`config.mk`:
```
export PLATFORM = sky130hd
export DESIGN_NAME = tone_sample_generator
export DESIGN_NICKNAME = d
export VERILOG_FILES = /design/src/rtl/tone_sample_generator.sv
export SDC_FILE = /design/constraint.sdc
export NUM_CORES = 1
export LEC_CHECK = 0
export ABC_AREA = 1
export BUFFER_PORTS_ARGS = -buffer_cell sky130_fd_sc_hd__buf_2
export CAP_MARGIN = 20
export CELL_PAD_IN_SITES_DETAIL_PLACEMENT = 1
export CELL_PAD_IN_SITES_GLOBAL_PLACEMENT = 2
export CORE_ASPECT_RATIO = 1.5
export CORE_UTILIZATION = 35
export DETAILED_ROUTE_END_ITERATION = 10
export PLACE_DENSITY = 0.89
export SYNTH_ARGS = -nofsm -noshare
export SYNTH_HDL_FRONTEND = slang
export SYNTH_SLANG_ARGS = --single-unit
```
`constraint.sdc`:
```
create_clock -name clk -period 6.4 [get_ports clk]
set_clock_uncertainty 0.1 [all_clocks]
set_input_delay 0.32 -clock clk [delete_from_list [all_inputs] [get_ports clk]]
set_output_delay 0.32 -clock clk [all_outputs]
set_load 0.02 [all_outputs]
```
`src/rtl/tone_sample_generator.sv`:
```
// Square-wave tone source with a linear attack/release envelope, handing one
// signed 16-bit sample at a time to a ready/valid consumer.
module tone_sample_generator #(
  parameter logic [15:0] AMP_STEP = 16'd64,
  parameter logic [15:0] AMP_MAX  = 16'd8192
) (
  input  logic               clk,
  input  logic               rst,
  input  logic [7:0]         half_period,
  input  logic               sample_ready,
  output logic               sample_valid,
  output logic signed [15:0] sample_data,
  output logic               note_active
);

  localparam logic [0:0] S_COMPUTE = 1'b0;
  localparam logic [0:0] S_HOLD    = 1'b1;

  logic [0:0]         r_state;
  logic [7:0]         r_cur_period;
  logic [7:0]         r_phase;
  logic               r_polarity;
  logic [15:0]        r_amp;
  logic signed [15:0] r_sample;

  logic [15:0]        w_amp_nxt;
  logic [7:0]         w_phase_inc;
  logic [7:0]         w_period_nxt;
  logic [7:0]         w_phase_nxt;
  logic               w_polarity_nxt;
  logic signed [15:0] w_sample_nxt;

  function automatic logic [15:0] amp_rise(input logic [15:0] a);
    logic [16:0] s;
    s = {1'b0, a} + {1'b0, AMP_STEP};
    if (s > {1'b0, AMP_MAX}) return AMP_MAX;
    return s[15:0];
  endfunction

  function automatic logic [15:0] amp_fall(input logic [15:0] a);
    if (a <= AMP_STEP) return 16'd0;
    return a - AMP_STEP;
  endfunction

  function automatic logic signed [15:0] signed_level(input logic pol, input logic [15:0] a);
    logic signed [15:0] s;
    s = $signed(a);
    return pol ? -s : s;
  endfunction

  always_comb begin
    w_amp_nxt      = (half_period != 8'd0) ? amp_rise(r_amp) : amp_fall(r_amp);
    w_phase_inc    = r_phase + 8'd1;
    w_period_nxt   = r_cur_period;
    w_phase_nxt    = r_phase;
    w_polarity_nxt = r_polarity;
    w_sample_nxt   = (r_cur_period == 8'd0) ? 16'sd0 : signed_level(r_polarity, r_amp);

    if (r_cur_period == 8'd0) begin
      if (half_period != 8'd0) begin
        w_period_nxt   = half_period;
        w_phase_nxt    = 8'd0;
        w_polarity_nxt = 1'b0;
      end
    end else if (w_phase_inc == r_cur_period) begin
      // Period changes are only accepted here, at a half-cycle boundary.
      w_phase_nxt    = 8'd0;
      w_polarity_nxt = ~r_polarity;
      if (half_period != 8'd0) w_period_nxt = half_period;
    end else begin
      w_phase_nxt = w_phase_inc;
    end

    // Release finished: silence the oscillator entirely.
    if ((half_period == 8'd0) && (w_amp_nxt == 16'd0)) begin
      w_period_nxt   = 8'd0;
      w_phase_nxt    = 8'd0;
      w_polarity_nxt = 1'b0;
    end
  end

  always_ff @(posedge clk) begin
    if (rst) begin
      r_state      <= S_COMPUTE;
      r_cur_period <= 8'd0;
      r_phase      <= 8'd0;
      r_polarity   <= 1'b0;
      r_amp        <= 16'd0;
      r_sample     <= 16'sd0;
    end else begin
      case (r_state)
        S_COMPUTE: begin
          r_state      <= S_HOLD;
          r_sample     <= w_sample_nxt;
          r_cur_period <= w_period_nxt;
          r_phase      <= w_phase_nxt;
          r_polarity   <= w_polarity_nxt;
          r_amp        <= w_amp_nxt;
        end
        default: begin
          if (sample_ready) r_state <= S_COMPUTE;
        end
      endcase
    end
  end

  assign sample_valid = (r_state == S_HOLD);
  assign sample_data  = r_sample;
  assign note_active  = (r_cur_period != 8'd0);

endmodule

```
==> metrics.cfg <==
[floorplan]
die_y_um = 122
start_util = 0.363
die_width_um = 82.3
io_pins = 29
core_um2 = 9310
dieArea_um2 = 10100
num_rows = 43

[detailed_routing]
drt-wirelength-per-cell_um = 15.9
post_drt_via_cell_ratio = 5.28
dr.pass1.iters = 4
drtIter0Drc = 97
vias = 3468
ant_nets = 0
wl_um = 10500
drc = 0

[clock_tree]
cts_tree = yes
clock-sinks = 50
cts_root_buf = clkbuf_16
ctsResizeCount = 0
cts_buffers = 5
clock_latency_ps = 290
h-tree-depth = 2
cts_hold_buf = 0
clk_pin_slew_ps = 70
post_cts_buffers = 0
cts_buffer_depth = 2

[logic_synthesis]
netlist_instances = 531
synth_fp_nets = 548
avgSynthCellArea_um2 = 6.37
ys_ff_latch = 50
syn_area_um2 = 3380
ys_seq_area_frac = 0.296
yosys_warnings = 0
ys_types = 36

[worst_setup_path]
rrSetupSlack_ps = 3440
required_ps = 6540
cpMaxStageDelayCell = dfxtp_1
worstSetupPathType = reg2reg
startpoint_type = flop
worstSetupEndpointType = flop
critPathBufInv = 1
path_max_fanout = 15
crit_arrival_ps = 3090
critPathMaxStageDelay_ps = 640
cp_cell_sequence = nand3_1, nor2_1, nand2_1, nand2_1, nand2_1, nand2_1, inv_2, nand2_4, nand2_4, o21ai_1, nand3_1, nor2_4, nand2_2, a21oi_4, nand2_1, nand2_1, nand2_1, nor2_1
crit_family = simple AND/OR/NAND/NOR gates
cp_common_cell = nand2_1

[sta]
drv_slew = 0
tns_ps = 0
fmax_ghz = 0.338
fin_crit_sh = 0.462
worst_pin_slew_ps = 813
setup_viol = 0
period_needed_ps = 2960
max-slew-margin-rel = 0.457
rsz0062_at_grt = false
hold_violations = 0

[grt]
antenna_found_initial = 0
gr-usage-met3 = 0.0305
grt_max_degree = 38
grt_pass1_vias = 3533
grtUsageMet1 = 0.247
grt_pass1_wl_um = 17200
gr-max-usage-layer = met2
grt.met2_usage = 0.421
grt_usage = 0.224
grt_overflow = 0

[pwr]
power.density_nw_per_um2 = 309
p_total_uw = 1140
vdd_drop_max_v = 0.000163
leakage_uw = 0.00168

[finish]
fillerInstances = 1257
nNetsFinal = 561
seq_area_um2 = 1000
diodes = 0
multi_input_area_um2 = 2030
area_growth_pct = 9.36
drive_above_1_share = 0.125

[place]
gp_congestion = 0.876
portBuffers = 28
post-dp-hpwl_um = 7970

[flow_run]
maxCapViolations = 0

[min_path]
hold_class = in2reg

[run_status]
status = complete, no violations

==> final cells by class <==
class                           count  share of cell area
Clock buffer                        6              0.0348
Clock inverter                      2             0.00372
Inverter                           59              0.0602
Multi-Input combinational cell    397               0.549
Sequential cell                    50               0.271
Tap cell                          112              0.0379
Timing Repair Buffer               31              0.0440
==> metal layers <==
layer,wire [um],vias up
li1,-,1746
met1,4360,1648
met2,5560,48
met3,205,26
met4,327,0
met5,0,-
==> synth_stat cells, drive strengths merged <==
cell | n | area [um^2]
nand3b | 5 | 37.5
nor2 | 75 | 332
nand4 | 14 | 93.8
o21bai | 1 | 7.51
clkinv | 2 | 8.75
or2 | 3 | 18.8
a211oi | 6 | 45.0
nand2 | 129 | 519
o211ai | 4 | 30.0
ha | 6 | 75.1
inv | 57 | 214
nand3 | 45 | 243
xor2 | 16 | 140
dfxtp | 50 | 1000
clkbuf | 16 | 60.1
a21oi | 55 | 287
buf | 9 | 68.8
nor4 | 2 | 12.5
a21o | 1 | 7.51
o21ai | 26 | 130
nor3 | 7 | 35.0
a32oi | 1 | 8.76
xnor2 | 1 | 8.76
==> sequential cells by signal (all words and copies together) (netlist names) <==
register,count
sample_valid,1
r_amp,16
r_polarity,1
r_cur_period,8
r_phase,8
sample_data,16
==> path summary, 6_finish.rpt <==
check / end / depth (start not counted) / from
setup / recovery: r_cur_period[7] / 18 / r_amp[9]
hold / removal: sample_valid / 2 / sample_ready
setup reg to reg: r_cur_period[7] / 18 / r_amp[9]
hold reg to reg: sample_data[6] / 2 / sample_data[6]
==> stage by stage <==
step	setup WS (ps)	area (um^2)	instances	hold slack (ps)	util
after floorplan	4070	3380	531	316	-
after global placement	3490	3560	649	347	0.382
after detailed placement	3480	3560	649	351	0.382
after CTS	3450	3700	657	83.7	0.398
after global routing	3150	3700	657	104	0.398
final	3440	3700	657	92.9	0.398
==> cells by family (layout without fill, tap and decap cells) <==
family | count (synthesis) | count (layout) | synth area share
buf+inv | 84 | 98 | 0.104
fa+ha+maj | 6 | 6 | 0.0222
simple gates | 280 | 280 | 0.382
flops | 50 | 50 | 0.296
xor+xnor | 17 | 17 | 0.0440
compound gates | 94 | 94 | 0.152
==> report_power, final <==
part / leakage [uW] / internal [uW] / total, uW / switching, uW
Combinational: 0.00120 / 154 / 459 / 305
Clock: 0.0000708 / 146 / 271 / 125
Sequential: 0.000410 / 360 / 415 / 55.1
Total: 0.00168 / 660 / 1140 / 485
==> cell usage in the layout, fill, tap and decap left out, types with 5 or more instances in the layout <==
cell	count
nor2_4	6
o21ai_1	6
nand2_1	123
nand3_1	43
clkbuf_16	5
buf_2	28
nor3_1	7
dfxtp_1	50
a211oi_1	6
a21oi_1	54
xor2_1	16
inv_2	8
inv_1	49
ha_1	6
o21ai_0	20
nand3b_1	5
nand4_1	13
nor2_1	67
Note: power is estimated with default switching activity, not from simulation.
